--- src/rtl/if_stage_pkg.sv ---
// Shared fetch definitions: NOP fill word, fetch FSM encodings, and the RV32I
// base opcodes that the fetch stage and the control decoder both use.
package if_stage_pkg;

  localparam logic [31:0] NOP_INST = 32'h0000_0013;

  typedef enum logic [1:0] {
    IDLE = 2'd0,
    WAIT = 2'd1,
    HOLD = 2'd2
  } fetch_state_t;

  localparam logic [6:0] OPC_LUI      = 7'b0110111;
  localparam logic [6:0] OPC_AUIPC    = 7'b0010111;
  localparam logic [6:0] OPC_JAL      = 7'b1101111;
  localparam logic [6:0] OPC_JALR     = 7'b1100111;
  localparam logic [6:0] OPC_BRANCH   = 7'b1100011;
  localparam logic [6:0] OPC_LOAD     = 7'b0000011;
  localparam logic [6:0] OPC_STORE    = 7'b0100011;
  localparam logic [6:0] OPC_OP_IMM   = 7'b0010011;
  localparam logic [6:0] OPC_OP       = 7'b0110011;
  localparam logic [6:0] OPC_MISC_MEM = 7'b0001111;
  localparam logic [6:0] OPC_SYSTEM   = 7'b1110011;

  // Redirect targets are forced onto a word boundary.
  function automatic logic [31:0] word_align(input logic [31:0] addr);
    return addr & 32'hFFFF_FFFC;
  endfunction

  function automatic logic [6:0] opcode_of(input logic [31:0] inst);
    return inst[6:0];
  endfunction

endpackage

--- src/rtl/if_stage_ifid_reg.sv ---
// IF/ID pipeline register: flush beats stall beats load; any cycle without a
// delivered instruction becomes a NOP bubble so decode never sees stale words.
module ifid_reg #(
  parameter logic [31:0] NOP_INST = if_stage_pkg::NOP_INST
) (
  input  logic        clk,
  input  logic        rst_n,
  input  logic        flush,
  input  logic        stall,
  input  logic        load,
  input  logic [31:0] load_inst,
  input  logic [31:0] load_pc,
  output logic        valid,
  output logic [31:0] inst,
  output logic [31:0] pc,
  output logic [31:0] pc4
);

  always_ff @(posedge clk or negedge rst_n) begin
    if (!rst_n) begin
      valid <= 1'b0;
      inst  <= NOP_INST;
      pc    <= 32'd0;
      pc4   <= 32'd4;
    end else if (flush) begin
      valid <= 1'b0;
      inst  <= NOP_INST;
    end else if (!stall) begin
      if (load) begin
        valid <= 1'b1;
        inst  <= load_inst;
        pc    <= load_pc;
        pc4   <= load_pc + 32'd4;
      end else begin
        valid <= 1'b0;
        inst  <= NOP_INST;
      end
    end
  end

endmodule

--- src/rtl/if_stage.sv ---
// Instruction fetch stage: PC, single-outstanding imem handshake, skid slot and
// IF/ID register. Defining IF_PERF_CNT_EN adds perf_fetched/perf_killed counters.
module if_stage #(
  parameter logic [31:0] RESET_PC = 32'h0000_0000,
  parameter logic [31:0] NOP_INST = 32'h0000_0013
) (
  input  logic        clk,
  input  logic        rst_n,
  input  logic        stall,
  input  logic        redirect,
  input  logic [31:0] redirect_pc,
  output logic        imem_req,
  output logic [31:0] imem_addr,
  input  logic        imem_gnt,
  input  logic        imem_rvalid,
  input  logic [31:0] imem_rdata,
  output logic        ifid_valid,
  output logic [31:0] ifid_inst,
  output logic [31:0] ifid_pc,
  output logic [31:0] ifid_pc4
`ifdef IF_PERF_CNT_EN
  ,
  output logic [31:0] perf_fetched,
  output logic [31:0] perf_killed
`endif
);

  import if_stage_pkg::*;

  fetch_state_t state;
  logic [31:0]  pc;
  logic [31:0]  req_pc;
  logic         kill;
  logic [31:0]  skid_inst;
  logic [31:0]  skid_pc;

  logic         deliver;
  logic         drop;
  logic [31:0]  deliver_inst;
  logic [31:0]  deliver_pc;

  assign imem_req  = rst_n && (state == IDLE) && !redirect;
  assign imem_addr = pc;

  // A response is either handed to IF/ID, parked in the skid, or dropped.
  always_comb begin
    deliver      = 1'b0;
    drop         = 1'b0;
    deliver_inst = skid_inst;
    deliver_pc   = skid_pc;
    case (state)
      WAIT: begin
        if (imem_rvalid) begin
          if (kill || redirect) begin
            drop = 1'b1;
          end else if (!stall) begin
            deliver      = 1'b1;
            deliver_inst = imem_rdata;
            deliver_pc   = req_pc;
          end
        end
      end
      HOLD: begin
        if (redirect) begin
          drop = 1'b1;
        end else if (!stall) begin
          deliver = 1'b1;
        end
      end
      default: ;
    endcase
  end

  always_ff @(posedge clk or negedge rst_n) begin
    if (!rst_n) begin
      state     <= IDLE;
      pc        <= RESET_PC;
      req_pc    <= RESET_PC;
      kill      <= 1'b0;
      skid_inst <= NOP_INST;
      skid_pc   <= RESET_PC;
    end else begin
      case (state)
        IDLE: begin
          if (imem_req && imem_gnt) begin
            req_pc <= pc;
            pc     <= pc + 32'd4;
            state  <= WAIT;
          end
        end
        WAIT: begin
          if (imem_rvalid) begin
            kill <= 1'b0;
            if (kill || redirect || !stall) begin
              state <= IDLE;
            end else begin
              skid_inst <= imem_rdata;
              skid_pc   <= req_pc;
              state     <= HOLD;
            end
          end else if (redirect) begin
            kill <= 1'b1;
          end
        end
        HOLD: begin
          if (redirect || !stall) begin
            state <= IDLE;
          end
        end
        default: state <= IDLE;
      endcase
      // Redirect always wins the PC, even over a same-cycle grant or stall.
      if (redirect) begin
        pc <= word_align(redirect_pc);
      end
    end
  end

  ifid_reg #(
    .NOP_INST(NOP_INST)
  ) u_ifid_reg (
    .clk      (clk),
    .rst_n    (rst_n),
    .flush    (redirect),
    .stall    (stall),
    .load     (deliver),
    .load_inst(deliver_inst),
    .load_pc  (deliver_pc),
    .valid    (ifid_valid),
    .inst     (ifid_inst),
    .pc       (ifid_pc),
    .pc4      (ifid_pc4)
  );

`ifdef IF_PERF_CNT_EN
  always_ff @(posedge clk or negedge rst_n) begin
    if (!rst_n) begin
      perf_fetched <= 32'd0;
      perf_killed  <= 32'd0;
    end else begin
      if (deliver) begin
        perf_fetched <= perf_fetched + 32'd1;
      end
      if (drop) begin
        perf_killed <= perf_killed + 32'd1;
      end
    end
  end
`endif

endmodule

--- config.mk ---
export PLATFORM = sky130hd
export DESIGN_NAME = if_stage
export DESIGN_NICKNAME = d
export VERILOG_FILES = /design/src/rtl/if_stage_pkg.sv /design/src/rtl/if_stage_ifid_reg.sv /design/src/rtl/if_stage.sv
export SDC_FILE = /design/constraint.sdc
export NUM_CORES = 1
export LEC_CHECK = 0
export BUFFER_PORTS_ARGS = -buffer_cell sky130_fd_sc_hd__buf_4
export CAP_MARGIN = 25
export CORE_MARGIN = 5
export CORE_UTILIZATION = 25
export DETAILED_ROUTE_END_ITERATION = 10
export SLEW_MARGIN = 20
export SYNTH_ARGS = -nofsm -noshare
export SYNTH_HDL_FRONTEND = slang
export SYNTH_SLANG_ARGS = --single-unit
--- constraint.sdc ---
create_clock -name clk -period 3.75 [get_ports clk]
set_input_delay 0.1875 -clock clk [delete_from_list [all_inputs] [get_ports clk]]
set_output_delay 0.1875 -clock clk [all_outputs]
set_load 0.03 [all_outputs]
==> impl_metrics.env, run 1 <==
export IMPL_dp_cells=1629
export IMPL_dpl_hpwl_um=21200
export IMPL_ff2ff_path_depth=13
export IMPL_finalCritPeriodShare_pct=89.0
export IMPL_cts_buffers=25
export IMPL_fmax_ghz=0.300
export IMPL_finalMaxSlewViolations=0
export IMPL_port_buffers=191
export IMPL_power_internal_mw=5.67
export IMPL_power_leakage_nw=6.09
export IMPL_area_delta_synth_final_pct=35.2
export IMPL_num_fill_cells=4005
export IMPL_wl_um=29700
export IMPL_crit_slowest_cell="or4b_1"
export IMPL_ir_worst_vdd_uv=286
export IMPL_design_area_sq_um=13600
export IMPL_rsz0062_at_grt="false"
export IMPL_synth_edf_count=0
export IMPL_cts_resized_gates=0
export IMPL_final_nets=1271
export IMPL_tritoncts="done"
export IMPL_clock_path_buffers=3
export IMPL_pwr_share_comb_pct=29.6
export IMPL_worstPathArrival_ns=3.77
export IMPL_drive_gt1_share_pct=29.5
export IMPL_grt_pass1_vias=8008
export IMPL_post_drt_via_cell_ratio=4.58
export IMPL_synth_area_sq_um=10100
export IMPL_crit_top_cell="nand2_1"
export IMPL_fp_dieH_um=211
export IMPL_grt_pass1_wl_um=47300
export IMPL_ys_seq_area_share_pct=54.2
export IMPL_synth_area_top_cells="dfrtp_1, mux2_2, o21ai_0"
export IMPL_worst_pin_slew_ns=0.866
export IMPL_r2r_start="state[1]$_DFFE_PN0P_"
export IMPL_io_pins=200
export IMPL_placed_area_sq_um=12200
export IMPL_fin_util_pct=34.2
export IMPL_clkLatencyLatePin_ns=0.54
export IMPL_num_vias=7965
export IMPL_status="finished clean"
export IMPL_seqPwrFrac_pct=42.8
export IMPL_core_area_sq_um=39800
export IMPL_reg2reg_to="u_ifid_reg.pc4[26]$_DFFE_PN0P_"
export IMPL_hold_violations=0
export IMPL_endpoint_kind="flip-flop"
export IMPL_cts_sinks=218
export IMPL_synth_top_cell_area_share_pct=52.4
export IMPL_cap_violations=0
export IMPL_crit_type="flip-flop to flip-flop"
export IMPL_cp_buffers_inverters=1
export IMPL_slowest_delay_ns=0.58
export IMPL_crit_required_ns=4.18
export IMPL_skew_ns=0.0192
export IMPL_timing_hold_ws_ns=0.0779
export IMPL_path_clk_slew_ns=0.06
export IMPL_hold_path_end="u_ifid_reg.inst[0]$_DFFE_PN1P_"
export IMPL_reg2reg_slack_ns=0.41
export IMPL_fin_crit_ns=3.34
export IMPL_p_per_area_nw_per_um2=641
export IMPL_syn_area_per_cell_sq_um=10.7
export IMPL_min_from="stall"
export IMPL_drc=0
export IMPL_setup_violations=0
export IMPL_start_util_pct=25.3
export IMPL_yosys_most_used_dff="dfrtp_1"
export IMPL_synth_async_reset_ratio_pct=100
export IMPL_path_cells="inv_1 > ha_1 > or4b_1 > nor2_8 > nand2_1 > nand2_1 > ha_1 > nand2_1 > nor3_1 > a31oi_1 > or3_1 > o31a_1 > o31ai_1"
export IMPL_place_congestion=0.797
export IMPL_clockPowerShare_pct=27.6
export IMPL_dp_slack_ns=0.473
export IMPL_cts_hold_fix_buffers=64
export IMPL_fin_cells=1739
export IMPL_antenna_found_initial=1
export IMPL_post_cts_buffers=0
export IMPL_drtAntennaViolNets=0
export IMPL_grt_max_degree=65
export IMPL_num_rows=73
export IMPL_grt_ovfl_total=0
export IMPL_hold_class="input pin to flip-flop"
export IMPL_total_power_mw=8.74
export IMPL_ys_ff_latch=218
export IMPL_holdPathStages=4
export IMPL_tns_ns=0
export IMPL_ctsRootBufferMaster="clkbuf_16"
export IMPL_layout_setup_ws_ns=0.412
export IMPL_syn_instance_count=939
export IMPL_yosys_area_top_type="dfrtp_1"
export IMPL_max_slew_margin_rel_pct=42.3
export IMPL_track_usage_pct=13.1
export IMPL_dieArea_sq_um=44500
export IMPL_die_x_um=211
export IMPL_netlist_cell_type_count=43
export IMPL_htree_levels=1
export IMPL_route_detailed_wl_per_inst_um=17.1
export IMPL_first_pass_iters=5
export IMPL_start_kind="flip-flop"
export IMPL_crit_family="simple AND/OR/NAND/NOR gates"
export IMPL_switching_share_pct=35.1
export IMPL_drt_iter0_drc=469
export IMPL_p_sw_mw=3.07
export IMPL_ys_warn_count=0
export IMPL_cp_max_fo=7
[how the worst max path moves through the flow]
stage	end	startpoint	depth (start not counted)	slack, ns
floorplan	u_ifid_reg.pc4[26]$_DFFE_PN0P_	state[1]$_DFFE_PN0P_	16	0.18
detailed placement	u_ifid_reg.pc4[26]$_DFFE_PN0P_	state[1]$_DFFE_PN0P_	13	0.47
finish	u_ifid_reg.pc4[26]$_DFFE_PN0P_	state[1]$_DFFE_PN0P_	13	0.41
global placement	u_ifid_reg.pc4[26]$_DFFE_PN0P_	state[1]$_DFFE_PN0P_	13	0.59
CTS	u_ifid_reg.pc4[26]$_DFFE_PN0P_	state[1]$_DFFE_PN0P_	13	0.44
global route	u_ifid_reg.pc4[26]$_DFFE_PN0P_	state[1]$_DFFE_PN0P_	13	0.16
[power by group through the flow]
stage / registers, mW / logic, mW / clock network [mW]
6_report: 3.74 / 2.59 / 2.41
4_1_cts: 3.73 / 2.62 / 2.51
3_3_place_gp: 3.73 / 2.50 / 0
5_1_grt: 3.85 / 2.85 / 2.59
3_5_place_dp: 3.77 / 2.56 / 0
2_1_floorplan: 3.97 / 1.27 / 0
[layout by cell type (no fill, tap or decap), types with 4 or more instances in the layout]
master         synthesis  layout
nor4_1                18      18
ha_1                   6       6
nor2_1                21      21
buf_4                  7     213
clkbuf_16              0      25
nand2_1              158     158
xnor2_1               19      19
inv_1                 11      11
nor3_1                17      15
mux2_2                94      94
dfstp_2                7       7
clkbuf_1              40      11
and3_1                 9       9
or3_1                  4       4
nand3_1               26      26
xor2_1                33      33
o21ai_0              120     120
dlygate4sd3_1          0      64
a21oi_1               19      19
mux2i_1               57      57
nand4_1               19      19
conb_1                 1       6
a31oi_1                5       5
dfrtp_1              211     211
[final cells by class]
type | count | area [sq um] | area share, %
repair buffers | 280 | 2290 | 16.8
clock buffers | 39 | 708 | 5.20
diodes | 1 | 2.50 | 0.0184
well taps | 525 | 657 | 4.82
multi-input cells | 659 | 4380 | 32.1
inverters | 11 | 41.3 | 0.303
flip-flops and latches | 218 | 5460 | 40.1
clock inverters | 6 | 88.8 | 0.652
[cells in the mapped netlist, types with 2 or more instances]
cell type,count
dfstp_2,7
xnor2_1,19
mux2i_1,57
clkbuf_1,40
dfrtp_1,211
nor2_1,21
nand2_1,158
buf_4,7
o31a_1,3
and3_1,9
and4_1,3
xor2_1,33
nand4_1,19
o21a_1,2
a21oi_1,19
buf_2,4
nor3_1,17
nor4_1,18
nand3_1,26
inv_1,11
a31oi_1,5
buf_1,4
ha_1,6
a211oi_1,2
or3_1,4
or4_1,3
mux2_2,94
o21ai_0,120
o31ai_1,3
[worst register-to-register path, stage by stage, from the launching register on]
cell	delay (ns)
dfrtp_1	0.38
inv_1	0.11
ha_1	0.28
or4b_1	0.58
nor2_8	0.13
nand2_1	0.06
nand2_1	0.09
ha_1	0.31
nand2_1	0.08
nor3_1	0.14
a31oi_1	0.11
or3_1	0.42
o31a_1	0.30
o31ai_1	0.24
[registers in the layout, summed over array words and instances, names as in the netlist]
register          cells
u_ifid_reg.pc        30
u_ifid_reg.pc4       30
u_ifid_reg.valid      1
state                 2
imem_addr            30
u_ifid_reg.inst      32
skid_pc              30
kill                  1
req_pc               30
skid_inst            32
[logic make-up (layout without fill, tap and decap cells)]
family | Yosys count | in the layout | synth area share [%]
buf+inv | 67 | 336 | 2.88
compound gates | 158 | 158 | 8.31
simple gates | 285 | 285 | 13.1
flops | 218 | 218 | 54.2
xor+xnor | 52 | 52 | 4.52
mux | 152 | 152 | 16.3
fa+ha+maj | 6 | 6 | 0.744
other cells | 1 | 7 | 0.0372
[layer usage]
metal | part of all wire [%] | global-route usage, % | vias up | wire length (um)
li1 | - | - | 3808 | -
met1 | 49 | 19.7 | 3874 | 14600
met2 | 43 | 19.0 | 233 | 12800
met3 | 4.8 | 2.01 | 50 | 1430
met4 | 3.3 | 4.72 | 0 | 992
met5 | 0 | 0 | - | 0
(Power assumes the default switching activity.)
==> inputs of run 2 (changes only) <==
==> constraint.sdc (replaced) <==
create_clock -name clk -period 3.5 [get_ports clk]
set_input_delay 0.175 -clock clk [delete_from_list [all_inputs] [get_ports clk]]
set_output_delay 0.175 -clock clk [all_outputs]
set_load 0.03 [all_outputs]
==> run 2 against run 1 <==
Count of clock-buffer cells in the layout unchanged. Hold slack got worse by 0.0038 ns. Critical path type unchanged. First-iteration DRC count shrank 24%. Critical endpoint unchanged.
==> impl_metrics.env, run 2 (synthesis results as in run 1) <==
export IMPL_status="finished clean"
export IMPL_drive_gt1_share_pct=30.4
export IMPL_post_drt_via_cell_ratio=4.57
export IMPL_fp_dieH_um=211
export IMPL_crit_slowest_cell="or4b_1"
export IMPL_fin_crit_ns=3.19
export IMPL_grt_use_met3_pct=1.86
export IMPL_final_common_cell="dfrtp_1"
export IMPL_drc=0
export IMPL_hold_class="input pin to flip-flop"
export IMPL_hold_violations=0
export IMPL_top_regs="skid_inst: 32 flops, u_ifid_reg.inst: 32 flops"
export IMPL_fmax_ghz=0.314
export IMPL_fin_cells=1737
export IMPL_ir_worst_vdd_uv=406
export IMPL_p_per_area_nw_per_um2=698
export IMPL_total_power_mw=9.59
export IMPL_crit_family="simple AND/OR/NAND/NOR gates"
export IMPL_hold_path_end="u_ifid_reg.inst[1]$_DFFE_PN1P_"
export IMPL_dp_cells=1626
export IMPL_seqPwrFrac_pct=41.8
export IMPL_switching_share_pct=34.4
export IMPL_layout_setup_ws_ns=0.313
export IMPL_finalCritPeriodShare_pct=91.1
export IMPL_start_util_pct=25.3
export IMPL_timing_hold_ws_ns=0.0742
export IMPL_core_area_sq_um=39800
export IMPL_reg2reg_to="u_ifid_reg.pc4[26]$_DFFE_PN0P_"
export IMPL_num_rows=73
export IMPL_cts_sinks=218
export IMPL_clockPowerShare_pct=29.4
export IMPL_placed_area_sq_um=12200
export IMPL_first_pass_iters=5
export IMPL_wl_um=29600
export IMPL_crit_type="flip-flop to flip-flop"
export IMPL_antennaDiodeCount=0
export IMPL_rsz0062_at_grt="false"
export IMPL_max_slew_margin_rel_pct=39.7
export IMPL_htree_levels=1
export IMPL_final_nets=1269
export IMPL_busiest_layer="met1"
export IMPL_antenna_found_initial=0
export IMPL_power_internal_mw=6.30
export IMPL_reg2reg_slack_ns=0.31
export IMPL_ctsRootBufferMaster="clkbuf_16"
export IMPL_ff2ff_path_depth=13
export IMPL_start_kind="flip-flop"
export IMPL_min_from="stall"
export IMPL_clkLatencyLatePin_ns=0.52
export IMPL_cp_buffers_inverters=1
export IMPL_crit_top_cell="nand2_1"
export IMPL_num_fill_cells=4015
export IMPL_dpl_hpwl_um=21100
export IMPL_p_sw_mw=3.30
export IMPL_path_clk_slew_ns=0.06
export IMPL_route_detailed_wl_per_inst_um=17.0
export IMPL_port_buffers=191
export IMPL_tritoncts="done"
export IMPL_holdPathStages=4
export IMPL_drt_iter0_drc=358
export IMPL_gr_usage_met1_pct=19.6
export IMPL_slowest_delay_ns=0.58
export IMPL_power_leakage_nw=6.14
export IMPL_dieArea_sq_um=44500
export IMPL_crit_required_ns=3.93
export IMPL_grt_max_degree=161
export IMPL_cts_buffers=26
export IMPL_grt_ovfl_total=0
export IMPL_r2r_start="state[1]$_DFFE_PN0P_"
export IMPL_endpoint_kind="flip-flop"
export IMPL_fin_util_pct=34.5
export IMPL_clock_path_buffers=3
export IMPL_dp_slack_ns=0.276
export IMPL_finalMaxSlewViolations=0
export IMPL_cp_max_fo=7
export IMPL_drtAntennaViolNets=0
export IMPL_die_x_um=211
export IMPL_tns_ns=0
export IMPL_worst_pin_slew_ns=0.901
export IMPL_area_delta_synth_final_pct=36.2
export IMPL_layout_common_cells="dfrtp_1, buf_4, nand2_1"
export IMPL_place_congestion=0.803
export IMPL_grt_pass1_vias=8072
export IMPL_io_pins=200
export IMPL_skew_ns=0.00938
export IMPL_num_vias=7933
export IMPL_design_area_sq_um=13700
export IMPL_track_usage_pct=12.9
export IMPL_path_cells="inv_1 > ha_1 > or4b_1 > nor2_8 > nand2_1 > nand2_1 > ha_2 > nand2_1 > nor3_1 > a31oi_1 > or3_1 > o31a_1 > o31ai_1"
export IMPL_setup_violations=0
export IMPL_pwr_share_comb_pct=28.8
export IMPL_grtUsageMet2_pct=19.4
export IMPL_cap_violations=0
export IMPL_grt_pass1_wl_um=46800
export IMPL_worstPathArrival_ns=3.62
-- run 2: cell type report --
type / count / area, sq um / share of cell area (%)
Clock inverter: 8 / 100 / 0.728
Sequential cell: 218 / 5460 / 39.8
Inverter: 11 / 41.3 / 0.300
Multi-Input combinational cell: 659 / 4390 / 31.9
Tap cell: 525 / 657 / 4.78
Timing Repair Buffer: 277 / 2270 / 16.5
Clock buffer: 39 / 821 / 5.97
-- run 2: worst max-delay path by stage --
stage / startpoint / endpoint / slack [ns] / depth (start not counted)
5_1_grt: state[1]$_DFFE_PN0P_ / u_ifid_reg.pc4[26]$_DFFE_PN0P_ / 0.06 / 13
3_5_place_dp: state[1]$_DFFE_PN0P_ / u_ifid_reg.pc4[26]$_DFFE_PN0P_ / 0.28 / 13
3_3_place_gp: state[1]$_DFFE_PN0P_ / u_ifid_reg.pc4[26]$_DFFE_PN0P_ / 0.38 / 13
6_report: state[1]$_DFFE_PN0P_ / u_ifid_reg.pc4[26]$_DFFE_PN0P_ / 0.31 / 13
4_1_cts: state[1]$_DFFE_PN0P_ / u_ifid_reg.pc4[20]$_DFFE_PN0P_ / 0.24 / 14
2_1_floorplan: state[1]$_DFFE_PN0P_ / u_ifid_reg.pc4[22]$_DFFE_PN0P_ / 0.03 / 16
-- run 2: power groups by stage --
stage	registers (mW)	logic [mW]	clock network (mW)
global placement	4.00	2.68	0
finish	4.01	2.76	2.82
floorplan	4.26	1.36	0
CTS	4.01	2.80	2.92
global route	4.12	3.04	3.02
detailed placement	4.05	2.73	0
-- run 2: metal layers --
layer | routed length [um] | vias to the layer above
met3 | 1310 | 42
met2 | 13000 | 213
met4 | 631 | 0
met5 | 0 | -
met1 | 14600 | 3882
li1 | - | 3796
-- run 2: repair_timing --
| item | in CTS | in global routing |
|---|---|---|
| hold buffers | 64 | 0 |
| setup endpoints to repair | 0 | 3 |
| resized for setup | 0 | 3 |
| hold endpoints to repair | 252 | 0 |
| buffers inserted | 0 | 0 |
-- run 2: worst reg2reg max path: cells and delay by family, from the launching register on --
kind	cells	cell delay, ns
flip-flops	1	0.38
AND/OR/NAND/NOR	7	1.49
adder cells (fa/ha/maj)	2	0.52
buffers and inverters	1	0.11
AO/OA/AOI/OAI	3	0.61
==> inputs of run 3 (changes only) <==
==> constraint.sdc (replaced) <==
create_clock -name clk -period 3.9 [get_ports clk]
set_input_delay 0.195 -clock clk [delete_from_list [all_inputs] [get_ports clk]]
set_output_delay 0.195 -clock clk [all_outputs]
set_load 0.03 [all_outputs]
==> run 3 against run 2 <==
First-iteration DRC count up 9.8%. Core utilization down 0.091 points. Sequential share of layout area up 0.11 points. Total power down 9.9%. Clock power down 9.9%. Non-clock buffer count down 3. Register-to-register slack better by 0.29 ns. Clock skew up 0.0098 ns. Combinational power down 11%. Critical endpoint is now u_ifid_reg.pc4[28]$_DFFE_PN0P_. Largest cell class unchanged.
==> impl_metrics.env, run 3 (synthesis results as in run 1) <==
export IMPL_rsz0062_at_grt="false"
export IMPL_worstPathArrival_ns=3.69
export IMPL_htree_levels=1
export IMPL_slowest_delay_ns=0.61
export IMPL_grt_pass1_vias=8051
export IMPL_ir_worst_vdd_uv=295
export IMPL_layout_common_cells="dfrtp_1, buf_4, nand2_1"
export IMPL_final_common_cell="dfrtp_1"
export IMPL_cts_resized_gates=0
export IMPL_top_regs="skid_inst: 32 flops, u_ifid_reg.inst: 32 flops"
export IMPL_start_kind="flip-flop"
export IMPL_finalMaxSlewViolations=0
export IMPL_cts_sinks=218
export IMPL_p_per_area_nw_per_um2=631
export IMPL_setup_violations=0
export IMPL_clockPowerShare_pct=29.4
export IMPL_post_drt_via_cell_ratio=4.54
export IMPL_post_cts_buffers=0
export IMPL_pwr_share_comb_pct=28.6
export IMPL_grt_pass1_wl_um=46700
export IMPL_area_delta_synth_final_pct=35.9
export IMPL_cts_buffers=28
export IMPL_crit_slowest_cell="or4b_1"
export IMPL_endpoint_kind="flip-flop"
export IMPL_cts_hold_fix_buffers=64
export IMPL_clock_path_buffers=3
export IMPL_final_nets=1268
export IMPL_start_util_pct=25.3
export IMPL_grt_ovfl_total=0
export IMPL_drt_iter0_drc=393
export IMPL_antenna_found_initial=2
export IMPL_path_cells="inv_1 > ha_1 > or4b_1 > nor2_8 > nand2_1 > nand2_1 > ha_1 > nand2_1 > nor3_1 > a31oi_1 > buf_4 > nor4_1 > xor2_1 > o21ai_0"
export IMPL_dp_slack_ns=0.619
export IMPL_fin_crit_ns=3.30
export IMPL_hold_violations=0
export IMPL_wl_um=29700
export IMPL_ctsRootBufferMaster="clkbuf_16"
export IMPL_num_rows=73
export IMPL_place_congestion=0.805
export IMPL_crit_type="flip-flop to flip-flop"
export IMPL_finalCritPeriodShare_pct=84.6
export IMPL_port_buffers=191
export IMPL_num_vias=7904
export IMPL_fp_dieH_um=211
export IMPL_switching_share_pct=35.0
export IMPL_drive_gt1_share_pct=29.7
export IMPL_path_clk_slew_ns=0.06
export IMPL_tns_ns=0
export IMPL_crit_required_ns=4.29
export IMPL_status="finished clean"
export IMPL_placed_area_sq_um=12100
export IMPL_cp_max_fo=8
export IMPL_grt_max_degree=142
export IMPL_skew_ns=0.0192
export IMPL_layout_setup_ws_ns=0.601
export IMPL_power_leakage_nw=6.13
export IMPL_fmax_ghz=0.303
export IMPL_worst_pin_slew_ns=0.882
export IMPL_io_pins=200
export IMPL_multi_input_area_sq_um=4380
export IMPL_p_sw_mw=3.02
export IMPL_crit_top_cell="nand2_1"
export IMPL_dieArea_sq_um=44500
export IMPL_total_power_mw=8.64
export IMPL_drc=0
export IMPL_num_fill_cells=4034
export IMPL_power_internal_mw=5.62
export IMPL_die_x_um=211
export IMPL_drtAntennaViolNets=0
export IMPL_hold_class="input pin to flip-flop"
export IMPL_first_pass_iters=6
export IMPL_cap_violations=0
export IMPL_track_usage_pct=13.0
export IMPL_design_area_sq_um=13700
export IMPL_seqPwrFrac_pct=42.1
export IMPL_tritoncts="done"
export IMPL_clkLatencyLatePin_ns=0.55
export IMPL_core_area_sq_um=39800
export IMPL_seqCellArea_sq_um=5460
export IMPL_route_detailed_wl_per_inst_um=17.1
export IMPL_dpl_hpwl_um=21000
export IMPL_max_slew_margin_rel_pct=41.0
run 3: layer usage:
metal,share of wire [%],routed length [um],up-vias,GRT usage [%]
met5,0,0,-,0
met4,3.5,1030,0,5.25
met3,4.3,1280,52,1.89
met2,43,12900,219,19.1
met1,49,14500,3827,19.2
li1,-,-,3806,-
run 3: power groups by stage:
stage | registers, mW | clock network, mW | logic (mW)
after floorplan | 3.82 | 0 | 1.22
after global routing | 3.73 | 2.72 | 2.71
final | 3.63 | 2.54 | 2.47
after CTS | 3.62 | 2.63 | 2.50
after detailed placement | 3.66 | 0 | 2.44
after global placement | 3.62 | 0 | 2.40
run 3: critical path: cells and delay by family, from the launching register on:
family                   cells  cell delay [ns]
AO/OA/AOI/OAI                2             0.20
XOR/XNOR                     1             0.17
adder cells (fa/ha/maj)      2             0.59
buffers and inverters        2             0.34
flip-flops                   1             0.38
AND/OR/NAND/NOR              7             1.49
run 3: area by class of cell:
class,instances,area share [%]
Clock inverter,11,0.831
Clock buffer,41,5.84
Multi-Input combinational cell,659,31.9
Sequential cell,218,39.9
Inverter,11,0.301
Antenna cell,1,0.0183
Timing Repair Buffer,274,16.4
Tap cell,525,4.79
run 3: final timing paths:
check,from,end,slack [ns],depth (start not counted)
worst max-delay path,state[1]$_DFFE_PN0P_,u_ifid_reg.pc4[28]$_DFFE_PN0P_,0.60,14
worst min-delay path,stall,u_ifid_reg.pc4[3]$_DFFE_PN0P_,0.09,4
worst max register to register,state[1]$_DFFE_PN0P_,u_ifid_reg.pc4[28]$_DFFE_PN0P_,0.60,14
worst min register to register,u_ifid_reg.pc4[2]$_DFFE_PN1P_,u_ifid_reg.pc4[2]$_DFFE_PN1P_,0.46,2
max in group asynchronous,rst_n,u_ifid_reg.pc4[11]$_DFFE_PN0P_,1.93,4
min in group asynchronous,rst_n,skid_inst[23]$_DFFE_PN0P_,0.14,2
run 3: through the flow:
step / utilization, % / instances / hold slack [ns]
after detailed placement: 30.5 / 1623 / 0.138
after CTS: 34.4 / 1739 / 0.0533
final: 34.4 / 1740 / 0.0883
after global routing: 34.4 / 1740 / 0.0875
after floorplan: - / 944 / -0.101
after global placement: 30.5 / 1623 / 0.134
